File: src/rtl/pkt_mem_pkg.sv
// Shared types and constants for the packet-memory arbiter.
// Address/data defaults, requester indices and the sequencer state encoding.
package pkt_mem_pkg;

  localparam int PKT_ADDR_W = 10;
  localparam int PKT_DATA_W = 8;

  localparam int REQ_WR = 0;
  localparam int REQ_RD = 1;

  typedef enum logic [1:0] {
    IDLE  = 2'd0,
    BURST = 2'd1,
    DRAIN = 2'd2
  } arb_state_t;

  function automatic logic [1:0] onehot2(input logic idx);
    return idx ? 2'b10 : 2'b01;
  endfunction

endpackage

File: src/rtl/rr_arb2.sv
// Two-way round-robin pick: a lone request wins outright, and on a tie the
// requester that was not granted last time wins.
module rr_arb2
  import pkt_mem_pkg::*;
(
  input  logic [1:0] req,
  input  logic       last_gnt,
  output logic       valid,
  output logic       winner
);

  always_comb begin
    valid  = |req;
    winner = 1'b0;
    if (req == 2'b11)
      winner = ~last_gnt;
    else if (req[REQ_RD])
      winner = 1'b1;
  end

endmodule

File: src/rtl/pkt_mem_arbiter.sv
// Round-robin arbiter and byte-per-cycle burst sequencer for the shared packet memory.
// Define PKT_ARB_ABORT_EN to let the granted requester abort its burst by dropping req.
module pkt_mem_arbiter
  import pkt_mem_pkg::*;
#(
  parameter int ADDR_W = PKT_ADDR_W,
  parameter int DATA_W = PKT_DATA_W
) (
  input  logic              clk,
  input  logic              reset,
  input  logic [1:0]        req,
  input  logic [ADDR_W-1:0] start_addr0,
  input  logic [ADDR_W-1:0] start_addr1,
  input  logic [ADDR_W-1:0] len0,
  input  logic [ADDR_W-1:0] len1,
  input  logic [DATA_W-1:0] wr_data,
  input  logic [DATA_W-1:0] mem_rdata,
  output logic [1:0]        gnt,
  output logic              beat,
  output logic [ADDR_W-1:0] mem_addr,
  output logic              mem_we,
  output logic [DATA_W-1:0] mem_wdata,
  output logic [DATA_W-1:0] rd_data,
  output logic              rd_valid,
  output logic [1:0]        done,
`ifdef PKT_ARB_ABORT_EN
  output logic              aborted,
`endif
  output logic              busy
);

  arb_state_t        state;
  logic [ADDR_W-1:0] count;
  logic [ADDR_W-1:0] len_q;
  logic              last_gnt;
  logic              win_valid;
  logic              win;

  rr_arb2 u_rr_arb2 (
    .req      (req),
    .last_gnt (last_gnt),
    .valid    (win_valid),
    .winner   (win)
  );

  assign mem_wdata = gnt[REQ_WR] ? wr_data : '0;
  assign rd_data   = mem_rdata;

  // count tracks beats already issued; the beat where count == len_q is the last one
  always_ff @(posedge clk or posedge reset) begin
    if (reset) begin
      state    <= IDLE;
      gnt      <= '0;
      beat     <= 1'b0;
      mem_addr <= '0;
      mem_we   <= 1'b0;
      rd_valid <= 1'b0;
      done     <= '0;
      busy     <= 1'b0;
      count    <= '0;
      len_q    <= '0;
      last_gnt <= 1'b1;
`ifdef PKT_ARB_ABORT_EN
      aborted  <= 1'b0;
`endif
    end else begin
      rd_valid <= beat & gnt[REQ_RD];
      case (state)
        IDLE: begin
          done <= '0;
          if (win_valid) begin
            state    <= BURST;
            gnt      <= onehot2(win);
            beat     <= 1'b1;
            mem_addr <= win ? start_addr1 : start_addr0;
            len_q    <= win ? len1 : len0;
            count    <= '0;
            mem_we   <= ~win;
            last_gnt <= win;
            busy     <= 1'b1;
          end
        end
        BURST: begin
          if (count == len_q) begin
            state  <= DRAIN;
            beat   <= 1'b0;
            mem_we <= 1'b0;
            done   <= gnt;
          end
`ifdef PKT_ARB_ABORT_EN
          else if ((req & gnt) == 2'b00) begin
            state   <= DRAIN;
            beat    <= 1'b0;
            mem_we  <= 1'b0;
            done    <= gnt;
            aborted <= 1'b1;
          end
`endif
          else begin
            mem_addr <= mem_addr + ADDR_W'(1);
            count    <= count + ADDR_W'(1);
          end
        end
        DRAIN: begin
          state <= IDLE;
          done  <= '0;
          gnt   <= '0;
          busy  <= 1'b0;
`ifdef PKT_ARB_ABORT_EN
          aborted <= 1'b0;
`endif
        end
        default: state <= IDLE;
      endcase
    end
  end

endmodule

File: config.mk
export PLATFORM = sky130hd
export DESIGN_NAME = pkt_mem_arbiter
export DESIGN_NICKNAME = d
export VERILOG_FILES = /design/src/rtl/pkt_mem_pkg.sv /design/src/rtl/rr_arb2.sv /design/src/rtl/pkt_mem_arbiter.sv
export SDC_FILE = /design/constraint.sdc
export NUM_CORES = 1
export LEC_CHECK = 0
export ABC_AREA = 1
export ABC_CLOCK_PERIOD_IN_PS = 1400
export CAP_MARGIN = 5
export CORE_MARGIN = 2
export CORE_UTILIZATION = 41
export DETAILED_ROUTE_END_ITERATION = 8
export PLACE_DENSITY = 0.78
export SLEW_MARGIN = 20
export SYNTH_ARGS = -nofsm -noshare
export SYNTH_HDL_FRONTEND = slang
export SYNTH_SLANG_ARGS = --single-unit
File: constraint.sdc
create_clock -name clk -period 1.4 [get_ports clk]
set_input_delay 0.28 -clock clk [delete_from_list [all_inputs] [get_ports clk]]
set_output_delay 0.28 -clock clk [all_outputs]
set_load 0.01 [all_outputs]
After elaboration in Yosys (flattened, before gate mapping)
Cells that the tools add are included.
W data, S select, Z words.
{"block": "word_totals", "ff_bits": 41, "latchBits": 0, "ram_bits": 0, "mem_bits_ro": 0, "in_bits": 60, "output_inout_bits": 34, "wordCells": 60, "mem_count": 0}
{"block": "classes", "addsub": 2, "mul": 0, "div": 0, "magnitude_cmp": 0, "n_eq_ne": 7, "shifts": 0, "mux": 25, "n_bitwise": 3, "reduce_logical": 12}
{"cell": "$mux W10", "count": 6}
{"cell": "$pmux W10 S2", "count": 2}
{"cell": "$add A10 B1 Y10 const B", "count": 2}
{"cell": "$pmux W2 S2", "count": 3}
{"cell": "$eq A10 B10 Y1", "count": 1}
{"cell": "$mux W2", "count": 5}
{"cell": "$mux W8", "count": 1}
{"cell": "$reduce_and A2 Y1", "count": 4}
{"cell": "$pmux W1 S2", "count": 3}
{"cell": "$reduce_and A3 Y1", "count": 2}
{"cell": "$reduce_bool A2 Y1", "count": 3}
{"cell": "$mux W1", "count": 5}
{"cell": "$eq A2 B2 Y1 const B", "count": 2}
{"cell": "$ne A2 B2 Y1 const B", "count": 2}
{"cell": "$reduce_or A2 Y1", "count": 2}
{"cell": "$eq A2 B1 Y1 const B", "count": 1}
{"cell": "$logic_not A2 Y1", "count": 1}
{"cell": "$ne A2 B1 Y1 const B", "count": 1}
{"cell": "$not A1 Y1", "count": 2}
{"cell": "$and A1 B1 Y1", "count": 1}

Depth between registers and ports, before layout
Gate-level depths: netlist of run 1.
{"block": "logic_depth", "depth_word": 5, "mapped_depth": 10, "ltp_nobuf": 9}

By module
From an unflattened synthesis of run 1, not the netlist that was laid out.
{"block": "unflattened", "hier_cells": 351, "area_unflattened_um2": 2492.4}
{"module": "pkt_mem_arbiter", "instances": 1, "cells_per_inst": 348, "area_per_inst_um2": 2477.4, "seq_area_each_um2": 1027.2}
{"module": "rr_arb2", "instances": 1, "cells_per_inst": 3, "area_per_inst_um2": 15.0, "seq_area_each_um2": 0.0}

Worst setup path before layout of run 1
OpenSTA, ideal clock, no wires.
{"block": "synth_timing", "path_type": "register to register", "from": "register state[0]", "to": "register len_q[0]", "setup_time_ns": 0.135, "t_arrival_ns": 1.258, "required_ns": 1.265, "path_slack_ns": 0.008, "stages_incl_launch_ff": 5, "path_buffers": 1, "synth_period_minus_slack_ns": 1.392, "cell_sequence": "dfrtp_1 > or2_2 > nor2_4 > buf_1 > o211ai_1"}
{"block": "synth_via", "elab_chain_cells": 2}
{"item": "from (decl)", "line_no": "pkt_mem_arbiter.sv:32", "rtl": "arb_state_t state;"}
{"item": "from (signal assigned)", "line_no": "pkt_mem_arbiter.sv:52", "rtl": "state <= IDLE;"}
{"item": "from (signal assigned)", "line_no": "pkt_mem_arbiter.sv:72", "rtl": "state <= BURST;"}
{"item": "from (signal assigned)", "line_no": "pkt_mem_arbiter.sv:85", "rtl": "state <= DRAIN;"}
{"item": "$logic_not A2 Y1", "line_no": "pkt_mem_arbiter.sv:68", "rtl": "case (state)"}
{"item": "$reduce_and A2 Y1 (no source line)"}
{"item": "to (signal assigned)", "line_no": "pkt_mem_arbiter.sv:76", "rtl": "len_q <= win ? len1 : len0;"}
{"item": "to (decl)", "line_no": "pkt_mem_arbiter.sv:34", "rtl": "logic [ADDR_W-1:0] len_q;"}
No other way between the ends.
A chain may end at the register's enable or synchronous reset.

Worst setup path after layout of run 1
{"block": "layout_timing", "from": "register count[5]", "to": "register count[9]"}
{"block": "layout_via", "elab_chain_cells": 3, "word_cells_on_any_way": 6, "cone_classes": "add/sub: 1; eq/ne: 2; mux: 2; reduce/logical: 1"}
{"item": "from (decl)", "line_no": "pkt_mem_arbiter.sv:33", "rtl": "logic [ADDR_W-1:0] count;"}
{"item": "from (signal assigned)", "line_no": "pkt_mem_arbiter.sv:101", "rtl": "count <= count + ADDR_W'(1);"}
{"item": "$add A10 B1 Y10 / $eq A10 B10 Y1 (equally long branches)", "line_no": "pkt_mem_arbiter.sv:101, pkt_mem_arbiter.sv:84"}
{"item": "$mux W10 / $ne A2 B2 Y1 (equally long branches)"}
{"item": "$pmux W10 S2 / $reduce_and A3 Y1 (equally long branches)"}
Several ways; a longest one is shown, not always the timed one. The select of a mux whose other input is x is not followed.

==> results of run 1 <==
metrics by stage:
stage	instance area [sq um]	setup WS [ns]	hold WS, ns	util [%]	std cells
after floorplan	2570	0.00757	0.418	-	372
after CTS	4210	-0.131	0.351	70.2	584
final	4710	-0.287	0.331	78.6	601
after detailed placement	3640	-0.394	0.465	60.8	546
after global routing	4710	-0.342	0.377	78.6	601
after global placement	3640	-0.358	0.465	60.8	546
where the power goes:
group          internal [uW]  switching, uW  total (uW)
clock                    345            452         796
sequential              1720            410        2130
combinational           3090           3600        6690
total                   5150           4460        9610
area by class of cell:
| type | count | share of cell area, % |
|---|---|---|
| sequential | 41 | 21.8 |
| clock inverter | 3 | 0.372 |
| inverter | 52 | 4.57 |
| multi-input combinational | 261 | 35.5 |
| clock buffer | 5 | 1.46 |
| timing repair buffer | 164 | 34.3 |
| tap | 75 | 1.99 |
cell usage in the layout, fill, tap and decap left out, drive strengths merged:
cell,n
dfrtp,40
clkinvlp,2
nor3b,1
a31oi,1
a211oi,1
clkinv,4
nor2,32
buf,93
xor2,4
nand2,130
or2,2
o21ai,17
ha,2
nor3,1
dlygate4sd2,15
xnor2,1
o22ai,6
clkbuf,10
a21oi,2
inv,49
dfstp,1
nand3,42
o211ai,10
nand4,4
o21bai,5
clkdlybuf4s50,51
synthesized netlist by cell type, drive strengths merged:
library cell	count
nand3	42
o211ai	10
dfstp	1
xor2	4
a211oi	1
o21bai	5
o21ai	17
nor3b	1
nand2	127
ha	2
a21oi	2
or2	2
buf	15
clkbuf	6
clkinv	2
nand4	4
xnor2	1
o22ai	6
nor2	32
nor3	1
dfrtp	40
a31oi	1
inv	50
timing repair:
action                     in CTS  in global routing
setup endpoints to repair      64                 48
pin swaps                      31                 41
buffers inserted               25                 13
resized for setup             126                109
cloned                          5                  4
logic make-up (layout without fill, tap and decap cells):
logic type / after synthesis / after routing / share of synthesized area [%]
simple gates: 209 / 212 / 34.2
flops: 41 / 41 / 40.0
compound gates: 42 / 42 / 10.5
buf+inv: 73 / 224 / 12.6
xor+xnor: 5 / 5 / 1.70
fa+ha+maj: 2 / 2 / 0.974
metal layers:
| metal | share of wire (%) | vias to the layer above |
|---|---|---|
| li1 | - | 1479 |
| met1 | 35 | 1576 |
| met2 | 48 | 291 |
| met3 | 11 | 77 |
| met4 | 5.8 | 0 |
| met5 | 0 | - |
worst paths after layout:
| path | endpoint | slack [ns] | depth (start not counted) |
|---|---|---|---|
| setup / recovery | count[9] | -0.29 | 10 |
| hold / removal | len_q[1] | 0.33 | 3 |
| setup reg to reg | count[9] | -0.29 | 10 |
| hold reg to reg | done[1] | 0.55 | 2 |
| max in group asynchronous | last_gnt | 0.79 | 3 |
| min in group clk | done[1] | 0.55 | 2 |
tightest hold or removal path: stages:
cell             delay, ns
clkdlybuf4s50_1       0.40
inv_1                 0.09
buf_12                0.24
registers in the layout (all words and copies together), names as in the netlist:
signal / flops
beat: 1
len_q: 10
done: 2
busy: 1
state: 2
mem_we: 1
count: 10
gnt: 2
last_gnt: 1
mem_addr: 10
rd_valid: 1
==> impl_results.md, run 1 <==
* WS Path Type: reg -> reg
* Worst path slowest cell: dfrtp_1
* # hold bufs at CTS at 0
* Avg Inst Size Synth at 6.91 sq um
* Share of cells above drive strength 1 at 42.4%
* Vias after detailed routing at 3423
* DR pass1 iterations at 8
* Vert. Die Dim at 83.2 um
* HP Class: in -> async
* GRT Total Usage at 27.2%
* Violated checks: setup timing
* Clk slew on worst S/H paths at 0.09 ns
* Worst setup margin at -0.287 ns
* M3 GR Usage at 5.57%
* Final hold viol count at 0
* Total power at 9610 uW
* Largest area contributor in the netlist: dfrtp_1
* CP bufs+invs at 2
* Cell-by-cell trace of the critical path: buf_4 -> buf_4 -> nand2_1 -> nor2_1 -> nand2_1 -> nor2_1 -> xor2_1 -> nor2_1 -> nand2_2 -> nand2_2
* CP endpoint kind: register
* Final GP Congestion at 0.847
* Synth cell types at 32
* Max FO, Critical Path at 4
* Startpoint Class: register
* Area Overhead vs Synth at 83.4%
* DRC Markers at 0
* WP data required at 1.59 ns
* Gr busiest metal: met2
* Area of the multi-input gates at 0.00167 sq mm
* Slew Limit Headroom at 66.9%
* Syn_nets at 434
* Global routing met1 resource utilization at 32.0%
* Vias in the first global route at 3106
* Worst VDD drop at 1.37 mV
* First-pass GRT wire length at 15200 um
* Storage element area at 0.00103 sq mm
* Largest net degree at the start of global routing at 42
* CTS root buffer: clkbuf_8
* Max incr delay on CP at 0.40 ns
* Fraction of the cycle the final worst path needs at 121%
* Initial antenna violation count at 0
* Clock Tree Buf Depth at 2
* Sequential cell area fraction in the yosys report at 40.0%
* Via-to-Cell Ratio at 5.70
* Routed wire per std cell at 19.2 um
* Core area at 0.00599 sq mm
* H-tree levels at 2
* Status: finished, violations left
* Starting Density at 42.9%
* Num rows at 28
* Port bufs at 77
* CTS tree: yes
* I/O pin cnt at 94
* Fin. max-slew vios at 0
* Largest delay share family, worst path: simple AND/OR/NAND/NOR gates
* Fin crit period at 1.69 ns
* TritonCTS sink count at 41
* Diode count at 0
* Leak at 0.00229 uW
* # fillers at 319
* Reg2Reg Launch Point: count[5]
* Netlist Area Pre-Place at 0.00257 sq mm
* Setup Viol. Count Final at 42
* Clock skew at 0.00777 ns
* Gr ovfl total at 0
* Yosys warnings at 0
* Setup TNS at -6.91 ns
* Synth Register Bits at 41
* Most used cell, CP: nor2_1
* Clock Latency Late Sink at 0.30 ns
* Achievable Freq at 0.593 GHz
* Pwr Density at 2040 mW/mm^2
* Leading post-synthesis cells by cell area: dfrtp_1, nand2_1, nand3_1
* Final WL at 11500 um
* Initial DRC Count at 406
* RSZ-0062 raised after global routing: yes
* Max-Cap Viols at 0
* Detail Route Antenna Nets at 0
* Met2 GRT Util at 46.6%
* Die area at 0.00691 sq mm
* Crit path launch: count[5]
* Top cell type's share of synthesized area at 39.0%
* Worst EP arrival at 1.88 ns
* HPWL Detailed at 5210 um
* Final net count at 587
* Cells after synthesis at 372
* Chip width at 83.2 um
* Worst-margin pin slew at 0.497 ns
* CTS buffer count at 5
(Power assumes the default switching activity.)
==> run 2: changes to the inputs <==
ABC_AREA = 0   (was 1)
CORE_ASPECT_RATIO = 0.6   (was unset)
CORE_UTILIZATION = 40   (was 41)
GPL_ROUTABILITY_DRIVEN = 0   (was unset)
PLACE_DENSITY = 0.76   (was 0.78)
==> run 2 against run 1 <==
  * The flow still finishes with violations (setup timing)
  * Maximum frequency down 8.2%
  * Flip-flop and latch count unchanged
  * Cell count fell by 13%
  * Setup slack worse by 0.15 ns
  * Register-to-register slack lost 0.15 ns
  * First-iteration DRC count is 38% lower
  * Synthesized cell count is 22% lower
  * Largest cell class is now non-clock buffers
==> impl_results.md, run 2 <==
* Achievable Freq at 0.544 GHz (-8.2%)
* Final WL at 7970 um (-31%)
* Clock skew at 0.00639 ns (-0.00139 ns)
* Largest net degree at the start of global routing at 42 (unchanged)
* Worst-margin pin slew at 0.414 ns (-0.0827 ns)
* Gr ovfl total at 0 (unchanged)
* Port bufs at 77 (unchanged)
* Hold slack at 0.336 ns (+0.00448 ns)
* Final design utilization at 68.6% (-10 points)
* Final hold viol count at 0 (unchanged)
* Commonest cells after routing, fill and taps aside: buf_4, clkdlybuf4s50_1, nand2_1, dfrtp_1, buf_6
* First-pass GRT wire length at 13000 um (-15%)
* Synth Register Bits at 41 (unchanged)
* HPWL Detailed at 5690 um (+9.2%)
* DRC Markers at 0 (unchanged)
* Final Cell Area at 0.00417 sq mm (-11%)
* Clock Tree Buf Depth at 2 (unchanged)
* Largest delay share family, worst path: simple AND/OR/NAND/NOR gates
* Fin. max-slew vios at 0 (unchanged)
* Post-synth top cells: nand2_1, dfrtp_1, nor2_1
* Worst setup margin at -0.438 ns (-0.151 ns)
* Clock Latency Late Sink at 0.31 ns (about the same)
* EDFF count, synth at 0 (unchanged)
* Largest registers: count: 10 flops, len_q: 10 flops, mem_addr: 10 flops
* Diode count at 0 (unchanged)
* Cell-by-cell trace of the critical path: xor2_1 -> nor4_2 -> buf_4 -> and4_4 -> nand2_4 -> a221o_1
* Top cell type's share of synthesized area at 39.8% (+0.79 points)
* Vert. Die Dim at 65.5 um (-21%)
* GRT Total Usage at 23.8% (-3.4 points)
* Fraction of the cycle the final worst path needs at 131% (+11 points)
* Worst path slowest cell: dfrtp_1
* Initial antenna violation count at 0 (unchanged)
* Core area at 0.00608 sq mm (+1.5%)
* Detail Route Antenna Nets at 0 (unchanged)
* TritonCTS sink count at 41 (unchanged)
* CTS tree: yes
* Leading post-synthesis cells by cell area: dfrtp_1, nand2_1, a31oi_1
* Most used DFF post-synth: dfrtp_1
* Ys async rst share at 100% (unchanged)
* HP Class: in -> async
* Synth cell types at 56 (+75%)
* DR pass1 iterations at 5 (-3)
* Final net count at 498 (-15%)
* Gr busiest metal: met2
* Leak at 0.00187 uW (-18%)
* Syn_nets at 353 (-19%)
* CP bufs+invs at 1 (-1)
* H-tree levels at 2 (unchanged)
* Max-Cap Viols at 0 (unchanged)
* Met2 GRT Util at 39.1% (-7.5 points)
* Clk slew on worst S/H paths at 0.08 ns (about the same)
* Worst VDD drop at 0.794 mV (-42%)
* Slew Limit Headroom at 72.3% (+5.4 points)
* Max incr delay on CP at 0.41 ns (about the same)
* Largest area contributor in the netlist: dfrtp_1
* Area Overhead vs Synth at 65.8%
* M3 GR Usage at 6.85% (+1.3 points)
* Yosys warnings at 0 (unchanged)
* Netlist Area Pre-Place at 0.00252 sq mm (-2.0%)
* Starting Density at 41.4% (-1.5 points)
* I/O pin cnt at 94 (unchanged)
* Worst EP arrival at 2.03 ns (+0.15 ns)
* Chip width at 106 um (+28%)
* Status: finished, violations left
* Sequential cell area fraction in the yosys report at 40.8% (+0.81 points)
* Initial DRC Count at 252 (-38%)
* CTS buffer count at 5 (unchanged)
* Vias in the first global route at 2759 (-11%)
* Die area at 0.00696 sq mm (+0.74%)
* # hold bufs at CTS at 0 (unchanged)
* CTS root buffer: clkbuf_8
* Vias after detailed routing at 2811 (-18%)
* Post-Place Worst Slack at -0.599 ns (-0.204 ns)
* Num rows at 22 (-21%)
* Share of cells above drive strength 1 at 33.9% (-8.5 points)
* Fin crit period at 1.84 ns (+0.151 ns)
* Worst reg-to-reg setup slack at -0.44 ns (-0.15 ns)
* CP endpoint kind: register
* Startpoint Class: register
* RSZ-0062 raised after global routing: yes
* WS Path Type: reg -> reg
* Total power at 6590 uW (-31%)
* Routed wire per std cell at 15.3 um (-20%)
* Most common cell after layout, fill and taps aside: buf_4
* Violated checks: setup timing
* Via-to-Cell Ratio at 5.40 (-5.3%)
* Global routing met1 resource utilization at 30.4% (-1.5 points)
* WP data required at 1.59 ns (about the same)
* Cells after synthesis at 291 (-22%)
* Placed inst area at 0.00376 sq mm (+3.4%)
* Max FO, Critical Path at 8 (+4)
* Top-count cell post-synth: nand2_1
* Pwr Density at 1580 mW/mm^2 (-23%)
* Avg Inst Size Synth at 8.65 sq um (+25%)
* Setup Viol. Count Final at 37 (-12%)
-- run 2: cell types whose count changed after synthesis, moves of 5 or more --
cell / change
o211ai_1: -5
a221o_1: +7
and2_1: +9
and3_1: +9
nor2_1: -12
a31oi_1: +14
o21ai_0: -10
a21oi_1: +8
inv_1: -33
nand3_1: -26
nand2_1: -79
nor3_1: +10
-- run 2: metrics by stage --
step / setup TNS (ns) / std cells
3_5_place_dp: -18.61 / 493
6_report: -12.53 / 521
5_1_grt: -15.77 / 521
4_1_cts: -12.28 / 522
3_3_place_gp: -17.49 / 493
2_1_floorplan: -5.82 / 291
-- run 2: path summary, 6_finish.rpt --
| path | cells past startpoint | endpoint | start |
|---|---|---|---|
| worst min-delay path | 3 | done[0] | reset |
| worst min register to register | 1 | beat | beat |
| min in group clk | 1 | beat | beat |
| max in group asynchronous | 3 | last_gnt | reset |
| worst max register to register | 6 | count[3] | len_q[3] |
| worst max-delay path | 6 | count[3] | len_q[3] |
-- run 2: cell type report --
class / count / area, sq um
sequential: 41 / 1030
multi-input combinational: 211 / 1420
inverter: 14 / 57.6
clock inverter: 1 / 7.51
tap: 84 / 105
fill: 475 / 1910
clock buffer: 7 / 76.3
timing repair buffer: 163 / 1480
-- run 2: cells by family after synthesis --
| family | share of synthesized area, % |
|---|---|
| AO/OA/AOI/OAI | 21.4 |
| XOR/XNOR | 2.78 |
| adder cells (fa/ha/maj) | 0.994 |
| buffers and inverters | 8.05 |
| flip-flops | 40.8 |
| multiplexers | 1.19 |
| AND/OR/NAND/NOR | 24.8 |
-- run 2: what timing repair did --
item | 4_1_cts | 5_1_grt
pin swaps | 25 | 11
gates cloned | 1 | 0
setup buffers | 20 | 3
resized for setup | 97 | 25
setup endpoints to repair | 63 | 49
hold endpoints to repair | 0 | 0
-- run 2: power by group --
part           leakage, uW  switching [uW]  internal [uW]
logic              0.00137            1610           2040
registers         0.000469             450           1690
clock network    0.0000385             444            353
total              0.00187            2510           4080
-- run 2: worst register-to-register path, delay by kind of cell, from the launching register on --
family / cells / cell delay [ns]
AO/OA/AOI/OAI: 1 / 0.31
AND/OR/NAND/NOR: 3 / 0.63
buffers and inverters: 1 / 0.19
XOR/XNOR: 1 / 0.18
flip-flops: 1 / 0.41
-- run 2: metal layers --
| layer | routed length (um) | vias to the layer above |
|---|---|---|
| met4 | 69 | 0 |
| li1 | - | 1330 |
| met1 | 3510 | 1360 |
| met5 | 0 | - |
| met3 | 657 | 10 |
| met2 | 3740 | 111 |
==> run 3: changes to the inputs <==
PLACE_DENSITY = 0.77   (was 0.76)
SYNTH_HIERARCHICAL = 1   (was unset)
==> run 3 against run 2 <==
  * The run still ends with setup timing left
  * Critical endpoint is now mem_addr[1]
  * Clock-buffer cell count rose by 1
  * Clock power is 3.5% lower
  * Largest cell class is now multi-input gates
  * Synthesized cell count shrank 9.3%
  * Die area down 1.1%
  * Area after synthesis down 1.2%
  * Critical path depth is the same
  * Flip-flop and latch count is the same
  * Sequential share of layout area shrank 1.7 points
  * Via count is 2.8% lower
==> impl_results.md, run 3 <==
* Clk slew on worst S/H paths at 0.08 ns (about the same)
* # hold bufs at CTS at 0 (unchanged)
* Routed wire per std cell at 18.1 um (+18%)
* Cell-by-cell trace of the critical path: xnor2_2 -> nand4_1 -> buf_4 -> o31ai_4 -> buf_6 -> mux2_4
* Final hold viol count at 0 (unchanged)
* Slew Limit Headroom at 79.0% (+6.7 points)
* Area Overhead vs Synth at 79.8%
* Top cell type's share of synthesized area at 40.2% (+0.48 points)
* Gr ovfl total at 0 (unchanged)
* Commonest cells after routing, fill and taps aside: buf_4, clkdlybuf4s50_1, dfrtp_1, buf_6, nand2_1
* RSZ-0062 raised after global routing: yes
* Top-count cell post-synth: dfrtp_1
* Initial DRC Count at 162 (-36%)
* Startpoint Class: register
* EDFF count, synth at 0 (unchanged)
* Reg2Reg Launch Point: len_q[0]
* Vias after detailed routing at 2731 (-2.8%)
* Starting Density at 41.1% (-0.31 points)
* Cells after synthesis at 264 (-9.3%)
* Clock skew at 0.00236 ns (-0.00403 ns)
* Die area at 0.00689 sq mm (-1.1%)
* Worst-margin pin slew at 0.313 ns (-0.102 ns)
* Status: finished, violations left
* First-pass GRT wire length at 13300 um (+2.2%)
* Sequential cell area fraction in the yosys report at 41.3% (+0.49 points)
* Largest delay share family, worst path: flip-flops
* CP endpoint kind: register
* Fin. max-slew vios at 0 (unchanged)
* Core area at 0.00606 sq mm (-0.45%)
* TritonCTS sink count at 41 (unchanged)
* Vias in the first global route at 2776 (+0.62%)
* Pwr Density at 1880 mW/mm^2 (+19%)
* Worst path slowest cell: dfrtp_1
* Met3 WL at 782 um (+19%)
* Achievable Freq at 0.546 GHz (+0.38%)
* Clock Tree Buf Depth at 2 (unchanged)
* Synth cell types at 48 (-14%)
* Worst setup margin at -0.431 ns (+0.00700 ns)
* DR pass1 iterations at 4 (-1)
* Share of cells above drive strength 1 at 43.1% (+9.2 points)
* Routed length on met1 at 3700 um (+5.6%)
* Initial antenna violation count at 0 (unchanged)
* Finished Layout Cells at 495 (-5.0%)
* Total power at 8430 uW (+28%)
* Clock Latency Late Sink at 0.29 ns (-0.02 ns)
* Hold slack at 0.329 ns (-0.00717 ns)
* Max FO, Critical Path at 6 (-2)
* CP bufs+invs at 2 (+1)
* DRC Markers at 0 (unchanged)
* Via-to-Cell Ratio at 5.52 (+2.3%)
* Syn_nets at 326 (-7.6%)
* Leak at 0.00202 uW (+7.8%)
* CTS buffer count at 5 (unchanged)
* Fraction of the cycle the final worst path needs at 131% (-0.50 points)
* Cells after DPL at 464 (-5.9%)
* Chip width at 106 um (-0.57%)
* Avg Inst Size Synth at 9.42 sq um (+8.9%)
* HP Class: in -> async
* Setup Viol. Count Final at 33 (-11%)
* Worst reg-to-reg setup slack at -0.43 ns (about the same)
* Netlist Area Pre-Place at 0.00249 sq mm (-1.2%)
* HPWL Detailed at 5460 um (-3.9%)
* Top sig layer: met4
* Max-Cap Viols at 0 (unchanged)
* Worst EP arrival at 2.02 ns (about the same)
* WS Path Type: reg -> reg
* Leading post-synthesis cells by cell area: dfrtp_1, mux2i_1, o21ai_0
* Met2 wire len at 4220 um (+13%)
* Synth Register Bits at 41 (unchanged)
* Crit path launch: len_q[0]
* R2R cell count at 6 (unchanged)
* H-tree levels at 2 (unchanged)
* Port bufs at 77 (unchanged)
* Violated checks: setup timing
* Worst VDD drop at 0.768 mV (-3.3%)
* Most used DFF post-synth: dfrtp_1
* Fin crit period at 1.83 ns (-0.00700 ns)
* Ys async rst share at 100% (unchanged)
* Worst R2R End: mem_addr[1]
* CTS root buffer: clkbuf_8
* Vert. Die Dim at 65.1 um (-0.57%)
* Largest registers: count: 10 flops, len_q: 10 flops, mem_addr: 10 flops
* I/O pin cnt at 94 (unchanged)
* Largest area contributor in the netlist: dfrtp_1
* Largest net degree at the start of global routing at 23 (-45%)
* Final net count at 472 (-5.2%)
* Most common cell after layout, fill and taps aside: buf_4
* Diode count at 0 (unchanged)
* # fillers at 397 (-16%)
* Final WL at 8960 um (+12%)
* WP data required at 1.58 ns (about the same)
* CTS tree: yes
* Setup TNS at -8.73 ns (+3.80 ns)
* Yosys warnings at 6 (+6)
* Max incr delay on CP at 0.42 ns (about the same)
* Post-synth top cells: dfrtp_1, nand2_1, o21ai_0
* Detail Route Antenna Nets at 0 (unchanged)
* Num rows at 22 (unchanged)
* GRT Total Usage at 24.7% (+0.89 points)
[run 3: cell types whose count changed after synthesis, moves of 9 or more]
| cell | delta |
|---|---|
| mux2i_1 | +14 |
| a31oi_1 | -15 |
| nor2_1 | -12 |
| xnor2_1 | +9 |
| nand2_1 | -21 |
| o21ai_0 | +13 |
[run 3: layout make-up]
cell class	instances	area [sq um]	area share [%]
Clock buffer	8	80.1	1.79
Inverter	11	43.8	0.979
Multi-Input combinational cell	190	1660	37.1
Sequential cell	41	1030	23.0
Tap cell	84	105	2.35
Timing Repair Buffer	161	1550	34.7
[run 3: worst max-delay path by stage]
stage,slack (ns),cells after the start,to
floorplan,-0.39,7,count[2]
global placement,-0.67,7,count[9]
global route,-0.46,6,mem_addr[1]
detailed placement,-0.73,7,count[7]
CTS,-0.36,5,mem_addr[8]
finish,-0.43,6,mem_addr[1]
[run 3: metal layers]
layer,vias up,GRT usage [%]
met1,1323,29.7
met2,135,43.9
met3,23,6.54
li1,1250,-
met5,-,0
met4,0,7.73
[run 3: logic make-up (layout without fill, tap and decap cells)]
kind of cell	after synthesis	count (layout)	synth area share, %
AOI/OAI and AO/OA	57	58	16.1
xor gates and xnor gates	10	10	3.52
adders and majority gates	2	2	1.01
buffers and inverters	34	180	6.89
DFF	41	41	41.3
muxes	21	21	8.65
and+or+nand+nor	99	99	22.5
[run 3: what timing repair did]
| action | CTS | global route |
|---|---|---|
| pin swaps | 30 | 12 |
| resized for setup | 132 | 60 |
| cloned | 1 | 3 |
| setup endpoints to repair | 64 | 51 |
| setup buffers | 15 | 7 |
[run 3: where the power goes]
part           internal, uW  switching [uW]
Clock                   355             414
Combinational          2930            2500
Sequential             1730             497
[run 3: worst reg2reg max path: stages, from the launching register on]
cell     delay (ns)
dfrtp_1        0.42
xnor2_2        0.21
nand4_1        0.16
buf_4          0.19
o31ai_4        0.27
buf_6          0.18
mux2_4         0.30
[run 3: per-stage QoR]
step                      setup slack (ns)  instance area [sq um]  utilization (%)
after CTS                           -0.364                   4170             68.8
final                               -0.431                   4470             73.9
after floorplan                     -0.394                   2550                -
after detailed placement            -0.734                   3760             62.2
after global placement              -0.671                   3760             62.2
after global routing                -0.462                   4470             73.9
